--- src/rtl/tdm_pkg.sv ---
// Shared TDM link definitions: slot indices for the mux/demux pair and
// the receive-side framing state encoding.
package tdm_pkg;

    localparam logic [1:0] SLOT_A = 2'd0;
    localparam logic [1:0] SLOT_B = 2'd1;
    localparam logic [1:0] SLOT_C = 2'd2;
    localparam logic [1:0] SLOT_D = 2'd3;

    typedef enum logic {
        ST_HUNT = 1'b0,
        ST_LOCK = 1'b1
    } state_e;

endpackage : tdm_pkg

--- src/rtl/demux1to4_tdm.sv ---
// 1:4 TDM demultiplexer: collects slots a..d into shadow registers and
// publishes a complete frame atomically on the slot-d beat.
module demux1to4_tdm
    import tdm_pkg::*;
#(
    parameter int unsigned DATA_W = 1
) (
    input  logic              i_clk,
    input  logic              i_rst,
    input  logic [DATA_W-1:0] i_data,
    input  logic              i_valid,
    input  logic              i_sync,
    output logic [DATA_W-1:0] o_a,
    output logic [DATA_W-1:0] o_b,
    output logic [DATA_W-1:0] o_c,
    output logic [DATA_W-1:0] o_d,
    output logic              o_frame_vld,
    output logic              o_lock,
    output logic [1:0]        o_slot,
    output logic              o_sync_err
);

    state_e            state_q, state_d;
    logic [1:0]        slot_q, slot_d;
    logic [DATA_W-1:0] sh0_q, sh0_d;
    logic [DATA_W-1:0] sh1_q, sh1_d;
    logic [DATA_W-1:0] sh2_q, sh2_d;
    logic [DATA_W-1:0] a_q, a_d;
    logic [DATA_W-1:0] b_q, b_d;
    logic [DATA_W-1:0] c_q, c_d;
    logic [DATA_W-1:0] d_q, d_d;
    logic              frame_vld_q, frame_vld_d;
    logic              sync_err_q, sync_err_d;

    // Next-state, slot tracking, shadow capture and frame publication
    always_comb begin
        state_d     = state_q;
        slot_d      = slot_q;
        sh0_d       = sh0_q;
        sh1_d       = sh1_q;
        sh2_d       = sh2_q;
        a_d         = a_q;
        b_d         = b_q;
        c_d         = c_q;
        d_d         = d_q;
        frame_vld_d = 1'b0;
        sync_err_d  = 1'b0;

        if (i_valid) begin
            case (state_q)
                ST_HUNT: begin
                    if (i_sync) begin
                        sh0_d   = i_data;
                        slot_d  = SLOT_B;
                        state_d = ST_LOCK;
                    end
                end
                default: begin
                    if (i_sync && (slot_q != SLOT_A)) begin
                        // Early sync: drop the partial frame, restart at slot a
                        sync_err_d = 1'b1;
                        sh0_d      = i_data;
                        slot_d     = SLOT_B;
                    end else if (!i_sync && (slot_q == SLOT_A)) begin
                        sync_err_d = 1'b1;
                        slot_d     = SLOT_A;
                        state_d    = ST_HUNT;
                    end else begin
                        case (slot_q)
                            SLOT_B: begin
                                sh1_d  = i_data;
                                slot_d = SLOT_C;
                            end
                            SLOT_C: begin
                                sh2_d  = i_data;
                                slot_d = SLOT_D;
                            end
                            SLOT_D: begin
                                a_d         = sh0_q;
                                b_d         = sh1_q;
                                c_d         = sh2_q;
                                d_d         = i_data;
                                frame_vld_d = 1'b1;
                                slot_d      = SLOT_A;
                            end
                            default: begin
                                sh0_d  = i_data;
                                slot_d = SLOT_B;
                            end
                        endcase
                    end
                end
            endcase
        end
    end

    always_ff @(posedge i_clk or posedge i_rst) begin
        if (i_rst) begin
            state_q     <= ST_HUNT;
            slot_q      <= SLOT_A;
            sh0_q       <= '0;
            sh1_q       <= '0;
            sh2_q       <= '0;
            a_q         <= '0;
            b_q         <= '0;
            c_q         <= '0;
            d_q         <= '0;
            frame_vld_q <= 1'b0;
            sync_err_q  <= 1'b0;
        end else begin
            state_q     <= state_d;
            slot_q      <= slot_d;
            sh0_q       <= sh0_d;
            sh1_q       <= sh1_d;
            sh2_q       <= sh2_d;
            a_q         <= a_d;
            b_q         <= b_d;
            c_q         <= c_d;
            d_q         <= d_d;
            frame_vld_q <= frame_vld_d;
            sync_err_q  <= sync_err_d;
        end
    end

    assign o_a         = a_q;
    assign o_b         = b_q;
    assign o_c         = c_q;
    assign o_d         = d_q;
    assign o_frame_vld = frame_vld_q;
    assign o_lock      = (state_q == ST_LOCK);
    assign o_slot      = slot_q;
    assign o_sync_err  = sync_err_q;

endmodule : demux1to4_tdm

--- config.mk ---
export PLATFORM = sky130hd
export DESIGN_NAME = demux1to4_tdm
export DESIGN_NICKNAME = d
export VERILOG_FILES = /design/src/rtl/tdm_pkg.sv /design/src/rtl/demux1to4_tdm.sv
export SDC_FILE = /design/constraint.sdc
export NUM_CORES = 1
export LEC_CHECK = 0
export CORE_AREA = 2 2 39 41
export CTS_CLUSTER_DIAMETER = 60
export CTS_CLUSTER_SIZE = 10
export DETAILED_ROUTE_END_ITERATION = 7
export DIE_AREA = 0 0 41 43
export DONT_BUFFER_PORTS = 1
export PLACE_DENSITY = 0.6
export SLEW_MARGIN = 20
export SYNTH_ARGS = -nofsm -noshare
export SYNTH_HDL_FRONTEND = slang
export SYNTH_SLANG_ARGS = --single-unit
export TNS_END_PERCENT = 1
--- constraint.sdc ---
create_clock -name i_clk -period 2.2 [get_ports i_clk]
set_input_delay 0.66 -clock i_clk [delete_from_list [all_inputs] [get_ports i_clk]]
set_output_delay 0.66 -clock i_clk [all_outputs]
set_load 0.005 [all_outputs]
* Word level (Yosys, flattened, before mapping)
Index checks and enable logic that the tools add are counted.
Word-level totals: bits in registers 12, output and inout bits 9, word-level logic and storage cells 53
Operators by class: equal/unequal tests 5, multiplexer cells 23, bitwise gates (word level) 2, reductions and logical operators 12
Operators with widths (count):
- $mux 1 | 18
- $reduce_and 5->1 | 3
- $mux 2 | 4
- $pmux 2 s3 | 1
- $eq 2x2->1 const B | 2
- $reduce_and 4->1 | 1
- $reduce_bool 2->1 | 2
- $ne 3x2->1 const B | 1
- $ne 3x3->1 const B | 1
- $reduce_or 3->1 | 1
- $eq 2x1->1 const B | 1
- $logic_and 1x1->1 | 2
- $logic_not 2->1 | 1
- $not 1->1 | 2
- $reduce_and 2->1 | 1
- $logic_not 1->1 | 1

* Longest topological paths before layout
Gate-level depths: netlist of run 1.
word-level depth 6, mapped depth 7

* Worst setup path before layout of run 1
Ideal clock, no wire load.
path type reg-to-reg, from reg slot_q[0], in the netlist o_slot[0], to reg a_q, in the netlist o_a, setup time 0.125 ns, arrival time 1.597 ns, path slack 0.478 ns, cell stages (with the launch flop) 7, path buffers 0, path through dfrtp_1 -> inv_1 -> ha_1 -> ha_1 -> and3_4 -> nand2_4 -> mux2_4
On the way: longest elaborated chain between the ends 4
Ends and longest elaborated chain:
- start, declared | line demux1to4_tdm.sv:24 | logic [1:0] slot_q, slot_d;
- start signal, assigned | line demux1to4_tdm.sv:112 | slot_q <= slot_d;
- $logic_not 2->1 or $reduce_bool 2->1 (tied branches) | line demux1to4_tdm.sv:64, demux1to4_tdm.sv:59
- $logic_and 1x1->1, on equally long branches | line demux1to4_tdm.sv:64, demux1to4_tdm.sv:59
- $not 1->1 (no source line)
- $reduce_and 5->1 (no source line) (*)
- end signal, assigned | line demux1to4_tdm.sv:104 | a_q <= '0;
- end signal, assigned | line demux1to4_tdm.sv:116 | a_q <= a_d;
- end, declared | line demux1to4_tdm.sv:28 | logic [DATA_W-1:0] a_q, a_d;
Mark *: on every way between the ends. The rest lies on a longest branch, timed or not. A chain may end at the register's enable or synchronous reset.

* Final worst setup path of run 1
from reg slot_q[0], in the netlist o_slot[0], to reg c_q, in the netlist o_c
On the way: longest elaborated chain between the ends 4
Ends and longest elaborated chain:
- $logic_not 2->1 or $reduce_bool 2->1 (tied branches) | line demux1to4_tdm.sv:64, demux1to4_tdm.sv:59
- $logic_and 1x1->1, on equally long branches | line demux1to4_tdm.sv:64, demux1to4_tdm.sv:59
- $not 1->1 (no source line)
- $reduce_and 5->1 (no source line) (*)
- end signal, assigned | line demux1to4_tdm.sv:106 | c_q <= '0;
- end signal, assigned | line demux1to4_tdm.sv:118 | c_q <= c_d;
- end, declared | line demux1to4_tdm.sv:30 | logic [DATA_W-1:0] c_q, c_d;
Marked as above.

==> flow_summary.json, run 1 <==
{
  "dpl.hpwl_um": 780,
  "drt_wl_total_um": 930,
  "syn_area_um2": 623,
  "fin_ws_ns": 0.344,
  "gp_congestion": 0.805,
  "ys_warn_count": 0,
  "cts.sinks": 12,
  "crit_chain": "inv_1 -> ha_1 -> ha_1 -> and3_4 -> nand2_4 -> mux2_4",
  "r2r_cells": 6,
  "worst_setup_path_start_kind": "flip-flop",
  "path_max_fanout": 6,
  "die_h_um": 43,
  "crit_buf_inv": 1,
  "drtIter0Drc": 2,
  "critPathSlowestCell": "dfrtp_1",
  "row_count": 14,
  "dieArea_um2": 1760,
  "fin_util_pct": 48.1,
  "synth_top_area_share_pct": 48.2,
  "slowest_delay_ns": 0.45,
  "clockBufferDepth": 2,
  "ant_nets": 0,
  "setup_viol": 0,
  "critPathCaptureType": "flip-flop",
  "grt_pass1_vias": 379,
  "pre_cts_ws_ns": 0.345,
  "skew_ns": 0.00318,
  "path_class": "reg2reg",
  "timing.slew.headroom_pct": 71.0,
  "drive_gt1_share_pct": 23.1,
  "ctsRootBufferMaster": "clkbuf_4",
  "port-buffer-count": 0,
  "critical_path_depth": 6,
  "maxCapViolations": 0,
  "syn_area_per_cell_um2": 12.7,
  "clock_latency_ns": 0.26,
  "drtPass1Iterations": 2,
  "fin_area_um2": 666,
  "grt_overflow_total": 0,
  "layout-area-overhead-vs-synth_pct": 6.83,
  "power_density_nw_per_um2": 1200,
  "clkTransAtPathRegs_ns": 0.07,
  "cts_tree": "yes",
  "hold_viol_final": 0,
  "ys_types": 18,
  "setup_tns_ns": 0,
  "total_power_uw": 802,
  "cts-buffers-inserted": 3,
  "yosysMostFrequentCell": "dfrtp_1",
  "synth_nets": 62,
  "fill_cells": 123,
  "finalNetCount": 67,
  "max_freq_mhz": 539,
  "cp_data_arrival_time_ns": 2.00,
  "placed_area_um2": 643,
  "p_leak_uw": 0.000346,
  "diodes": 0,
  "tightestPinTransition_ns": 0.435,
  "antenna_found_initial": 0,
  "worstPathRequired_ns": 2.34,
  "irDropWorstVdd_v": 0.000421,
  "min_path_type": "in2async",
  "slew_viol_final": 0,
  "start_util_pct": 45.0,
  "path_delay_family": "adder cells",
  "synth_edf_count": 0,
  "vias_per_cell": 5.29,
  "io_pins": 14,
  "synth_seq_cells": 12,
  "rsz0062_at_grt": "no",
  "wl_per_cell_um": 13.7,
  "grt_util_all_layers_pct": 13.0,
  "cts_setup_buffers": 0,
  "post-route-period-util_pct": 84.4,
  "min_period_ns": 1.86,
  "outcome": "finished clean",
  "drc": 0,
  "crit_path_frequent_cell": "ha_1",
  "grt_pass1_wl_um": 1520,
  "via_count": 360,
  "yosysTopAreaCell": "dfrtp_1",
  "grt_max_degree": 13,
  "h-tree-depth": 1,
  "syn_inst": 49,
  "synth_flop_cell": "dfrtp_1",
  "async_reset_ff_share_pct": 100,
  "yosysSeqAreaShare_pct": 48.2,
  "cts-resized-gates": 0,
  "yosys-top-cells-area": "dfrtp_1 48%, ha_1 16%, mux2_4 9.6%, mux2_1 3.6%, mux2_2 3.6%",
  "fp.coreArea_um2": 1380,
  "cts_hold_buf": 0,
  "synth_common_cells": "12 x dfrtp_1, 8 x ha_1, 5 x inv_1",
  "die_x_um": 41
}
layout make-up:
type | instances | area [um^2] | area share, %
sequential | 12 | 300 | 45.1
tap | 16 | 20.0 | 3.01
clock buffer | 3 | 22.5 | 3.38
multi-input combinational | 32 | 304 | 45.7
inverter | 5 | 18.8 | 2.82
metrics by stage:
| step | hold slack, ns | std cells |
|---|---|---|
| after floorplan | 0.464 | 49 |
| after global placement | 0.474 | 65 |
| after detailed placement | 0.491 | 65 |
| after CTS | 0.292 | 68 |
| after global routing | 0.308 | 68 |
| final | 0.284 | 68 |
worst register-to-register path, cell delays in order (launching register included):
cell and delay [ns]:
dfrtp_1 0.45, inv_1 0.09, ha_1 0.27, ha_1 0.32, and3_4 0.21, nand2_4 0.10
mux2_4 0.30
layout by cell type (no fill, tap or decap):
cell      count
dfrtp_1      12
o21ai_1       1
and3_2        1
a31oi_1       1
nor2_1        2
o21ai_0       1
nand2b_1      1
mux2_2        2
nand2_4       1
a32o_1        1
clkbuf_4      3
nand2_1       3
inv_1         5
and3_4        1
and2b_1       1
mux2_1        2
mux2_4        4
a21oi_1       2
ha_1          8
per-layer routing:
layer	track usage, %	part of all wire [%]	vias to the layer above
met2	19.4	50	10
met3	4.19	5.9	2
met1	15.4	44	178
met4	8.00	0.43	0
met5	0	0	-
li1	-	-	170
logic make-up after synthesis:
family,share of synthesized area [%]
DFF,48.2
muxes,16.9
AOI/OAI and AO/OA,5.82
and+or+nand+nor,10.0
buffers and inverters,3.01
adders and majority gates,16.1
where the power goes:
| part | switching (uW) | leakage (uW) | internal (uW) |
|---|---|---|---|
| clock network | 61.3 | 0.0000138 | 63.0 |
| logic | 120 | 0.000186 | 157 |
| registers | 86.8 | 0.000147 | 313 |
path summary, 6_finish.rpt:
path / to / slack [ns] / startpoint
min: o_d / 0.28 / i_rst
max in group asynchronous: o_lock / 1.62 / i_rst
max reg2reg: o_c / 0.34 / o_slot[0]
max: o_c / 0.34 / o_slot[0]
min reg2reg: sh1_q / 0.50 / sh1_q
min in group i_clk: sh1_q / 0.50 / sh1_q
sequential cells by signal, indices dropped and copies added, names as in the netlist:
| register | cells |
|---|---|
| o_frame_vld | 1 |
| o_slot | 2 |
| sh0_q | 1 |
| o_d | 1 |
| o_lock | 1 |
| o_sync_err | 1 |
| o_c | 1 |
| sh2_q | 1 |
| o_b | 1 |
| o_a | 1 |
| sh1_q | 1 |
(Power assumes the default switching activity.)
==> run 2: changes to the inputs <==
==> constraint.sdc (replaced) <==
create_clock -name i_clk -period 1.9 [get_ports i_clk]
set_input_delay 0.57 -clock i_clk [delete_from_list [all_inputs] [get_ports i_clk]]
set_output_delay 0.57 -clock i_clk [all_outputs]
set_load 0.005 [all_outputs]
==> flow_summary.json, run 2 (synthesis results as in run 1) <==
{
  "grt_util_all_layers_pct": 15.2,
  "grt_pass1_wl_um": 1720,
  "tightestPinTransition_ns": 0.447,
  "row_count": 14,
  "vias_per_cell": 5.57,
  "drc": 0,
  "irDropWorstVdd_v": 0.000583,
  "slew_viol_final": 0,
  "drive_gt1_share_pct": 25.9,
  "hold_viol_final": 0,
  "p_leak_uw": 0.000356,
  "p_int_uw": 643,
  "p_switching_uw": 327,
  "p_comb_share_pct": 39.3,
  "pwr-share-seq_pct": 45.3,
  "cts_setup_buffers": 0,
  "drtIter0Drc": 5,
  "reg2reg_slack_ns": 0.16,
  "largest_reg_flops": 2,
  "drt_wl_total_um": 1040,
  "min_path_type": "in2async",
  "grt_max_degree": 13,
  "path_max_fanout": 5,
  "skew_ns": 0.00368,
  "cts_hold_buf": 0,
  "via_count": 390,
  "cts-buffers-inserted": 3,
  "timing.slew.headroom_pct": 70.2,
  "fp.coreArea_um2": 1380,
  "diodes": 0,
  "power_density_nw_per_um2": 1420,
  "rsz0062_at_grt": "no",
  "cts-resized-gates": 0,
  "die_x_um": 41,
  "setup_viol": 0,
  "antenna_found_initial": 0,
  "swShare_pct": 33.7,
  "critPathCaptureType": "flip-flop",
  "path_class": "reg2reg",
  "setup_tns_ns": 0,
  "wl_per_cell_um": 14.9,
  "final_cell_count_no_fill": 70,
  "final_common_cell": "dfrtp_1",
  "cts.sinks": 12,
  "clock_latency_ns": 0.27,
  "multiInputGateArea_um2": 304,
  "fill_cells": 124,
  "clkPwrFrac_pct": 15.3,
  "ant_nets": 0,
  "gp_congestion": 0.839,
  "layout_common_cells": "12 x dfrtp_1, 8 x ha_1, 5 x inv_1, 4 x mux2_4",
  "h-tree-depth": 1,
  "cp_data_arrival_time_ns": 1.89,
  "worst_setup_path_start_kind": "flip-flop",
  "post-route-period-util_pct": 91.4,
  "port-buffer-count": 0,
  "dieArea_um2": 1760,
  "cp-startpoint": "o_slot[0]",
  "dp_cells": 67,
  "grt_pass1_vias": 413,
  "outcome": "finished clean",
  "die_h_um": 43,
  "clockBufferDepth": 2,
  "endpoint": "sh2_q",
  "regArea_um2": 300,
  "cts_tree": "yes",
  "worstPathRequired_ns": 2.05,
  "min_period_ns": 1.74,
  "ctsRootBufferMaster": "clkbuf_4",
  "grt_overflow_total": 0,
  "start_util_pct": 45.0,
  "rr_startpoint": "o_slot[0]",
  "clkTransAtPathRegs_ns": 0.07,
  "drtPass1Iterations": 5,
  "max_freq_mhz": 576,
  "reg2reg_to": "sh2_q",
  "maxCapViolations": 0,
  "r2r_cells": 6,
  "layout-area-overhead-vs-synth_pct": 9.24,
  "io_pins": 14,
  "finalNetCount": 69
}
run 2: how the worst min path moves through the flow:
stage | startpoint | end | slack (ns)
finish | i_rst | o_c | 0.19
global route | i_rst | sh0_q | 0.22
CTS | i_rst | o_a | 0.19
global placement | i_rst | o_c | 0.47
detailed placement | i_rst | o_a | 0.49
floorplan | i_rst | o_a | 0.43
run 2: worst max-delay path: stages (launching register included):
cell and delay (ns):
dfrtp_1 0.38, inv_1 0.09, ha_1 0.26, ha_1 0.28, and3_4 0.21, nand2_1 0.08, mux2_1 0.33
run 2: metrics by stage:
stage	hold slack (ns)	total power (uW)	utilization [%]	cell area, um^2	setup WS [ns]
2_1_floorplan	0.435	721	-	623	0.178
3_3_place_gp	0.471	805	47.6	658	0.238
3_5_place_dp	0.490	832	47.6	658	0.171
4_1_cts	0.193	985	49.2	681	0.168
5_1_grt	0.219	1060	49.2	681	0.0739
6_report	0.185	969	49.2	681	0.163
run 2: area by class of cell:
cell class                      instances  area share (%)
Multi-Input combinational cell         32            44.7
Sequential cell                        12            44.1
Clock buffer                            3            3.31
Tap cell                               16            2.94
Inverter                                5            2.76
Timing Repair Buffer                    2            2.21
run 2: power by group through the flow:
| stage | sequential [uW] | combinational, uW | clock, uW |
|---|---|---|---|
| after CTS | 441 | 386 | 158 |
| after global placement | 440 | 365 | 0 |
| after floorplan | 444 | 277 | 0 |
| after detailed placement | 447 | 385 | 0 |
| after global routing | 456 | 426 | 174 |
| final | 439 | 381 | 149 |
run 2: layer usage:
metal	GRT usage, %	share of wire (%)	vias to the layer above
li1	-	-	182
met4	14.0	2.9	0
met3	4.19	7.4	3
met1	16.0	41	188
met5	0	0	-
met2	22.8	49	17
==> run 3: changes to the inputs <==
--- a/config.mk
+++ b/config.mk
@@ -12,6 +12,7 @@
 export DIE_AREA = 0 0 41 43
 export DONT_BUFFER_PORTS = 1
 export PLACE_DENSITY = 0.6
+export SETUP_SLACK_MARGIN = 0.3
 export SLEW_MARGIN = 20
 export SYNTH_ARGS = -nofsm -noshare
 export SYNTH_HDL_FRONTEND = slang
==> flow_summary.json, run 3 (synthesis results as in run 1) <==
{
  "crit_buf_inv": 2,
  "slowest_delay_ns": 0.43,
  "fp.coreArea_um2": 1380,
  "critPathSlowestCell": "dfrtp_2",
  "layout-area-overhead-vs-synth_pct": 22.5,
  "rr_startpoint": "o_slot[1]",
  "max_freq_mhz": 598,
  "grt_pass1_wl_um": 1810,
  "via_count": 385,
  "outcome": "finished clean",
  "drt_wl_total_um": 1170,
  "fill_cells": 117,
  "diodes": 0,
  "die_h_um": 43,
  "crit_chain": "inv_2 -> ha_4 -> inv_2 -> ha_4 -> and2b_2 -> a21oi_2 -> mux2_4",
  "ctsRootBufferMaster": "clkbuf_4",
  "worst_setup_path_start_kind": "flip-flop",
  "irDropWorstVdd_v": 0.000721,
  "drtIter0Drc": 4,
  "grt_max_degree": 13,
  "wl_per_cell_um": 16.0,
  "grt_pass1_vias": 410,
  "h-tree-depth": 1,
  "dpl.hpwl_um": 835,
  "port-buffer-count": 0,
  "reg2reg_to": "sh0_q",
  "vias_per_cell": 5.27,
  "min_period_ns": 1.67,
  "p_leak_uw": 0.000378,
  "row_count": 14,
  "pre_cts_ws_ns": 0.123,
  "maxCapViolations": 0,
  "placed_area_um2": 676,
  "finalNetCount": 71,
  "slew_viol_final": 0,
  "path_class": "reg2reg",
  "dp_cells": 66,
  "cp_data_arrival_time_ns": 1.84,
  "reg2reg_slack_ns": 0.23,
  "r2r_cells": 7,
  "gp_congestion": 0.748,
  "clockBufferDepth": 2,
  "worstPathRequired_ns": 2.06,
  "power_density_nw_per_um2": 1510,
  "post-route-period-util_pct": 88.0,
  "cts_tree": "yes",
  "antenna_found_initial": 0,
  "cts.sinks": 12,
  "drtPass1Iterations": 3,
  "setup_tns_ns": 0,
  "dieArea_um2": 1760,
  "fin_ws_ns": 0.228,
  "drive_gt1_share_pct": 49.1,
  "critPathCaptureType": "flip-flop",
  "largest_reg_flops": 2,
  "min_path_type": "in2async",
  "grt_overflow_total": 0,
  "io_pins": 14,
  "path_delay_family": "flip-flops",
  "final_cell_count_no_fill": 73,
  "start_util_pct": 45.0,
  "drc": 0,
  "tightestPinTransition_ns": 0.453,
  "skew_ns": 0.00325,
  "cts-buffers-inserted": 3,
  "fin_area_um2": 763,
  "timing.slew.headroom_pct": 69.7,
  "layout_common_cells": "11 x dfrtp_1, 6 x mux2_4, 5 x ha_1, 4 x buf_4",
  "setup_viol": 0,
  "hold_viol_final": 0,
  "ant_nets": 0,
  "timing.hold.ws_ns": 0.180,
  "grt_util_all_layers_pct": 16.3,
  "path_max_fanout": 6,
  "clock_latency_ns": 0.28,
  "clkTransAtPathRegs_ns": 0.08,
  "final_common_cell": "dfrtp_1",
  "rsz0062_at_grt": "yes",
  "die_x_um": 41
}
## run 3: where the power goes
part           leakage [uW]  internal [uW]  switching (uW)  total [uW]
Combinational      0.000212            284             206         490
Clock             0.0000210            117            87.7         204
Sequential         0.000146            365            95.3         460
## run 3: cell type report
class	instances	area (um^2)	area share [%]
sequential	12	302	39.5
timing repair buffer	4	30.0	3.93
inverter	5	18.8	2.46
multi-input combinational	32	357	46.7
clock buffer	4	36.3	4.75
tap	16	20.0	2.62
## run 3: worst register-to-register path: stages (launching register included)
cell and delay, ns:
dfrtp_2 0.43, inv_2 0.07, ha_4 0.19, inv_2 0.07
ha_4 0.12, and2b_2 0.23, a21oi_2 0.14, mux2_4 0.31
## run 3: what timing repair did
item                       CTS  global route
hold buffers                 0             0
resized for setup            7             2
setup endpoints to repair    8             9
setup buffers                2             1
pin swaps                    2             3
## run 3: worst max-delay path by stage
| stage | start | to | slack [ns] | depth (start not counted) |
|---|---|---|---|---|
| after floorplan | o_slot[1] | sh0_q | 0.29 | 7 |
| after global placement | o_slot[1] | sh0_q | 0.18 | 7 |
| after detailed placement | o_slot[1] | sh0_q | 0.12 | 7 |
| after CTS | o_slot[1] | sh0_q | 0.22 | 7 |
| after global routing | o_slot[1] | sh0_q | 0.16 | 7 |
| final | o_slot[1] | sh0_q | 0.23 | 7 |
## run 3: stage by stage
step                utilization (%)  power (uW)
finish                         55.2        1150
floorplan                         -         761
detailed placement             48.8         864
CTS                            54.2        1130
global route                   55.2        1250
global placement               48.8         831
## run 3: routing by layer
layer  part of all wire, %  track usage [%]  up-vias  wire [um]
li1                      -                -      182          -
met1                    37             16.6      187        436
met2                    54             25.6       13        631
met3                   6.2             5.76        3         73
met4                   2.5             12.0        0         29
met5                     0                0        -          0
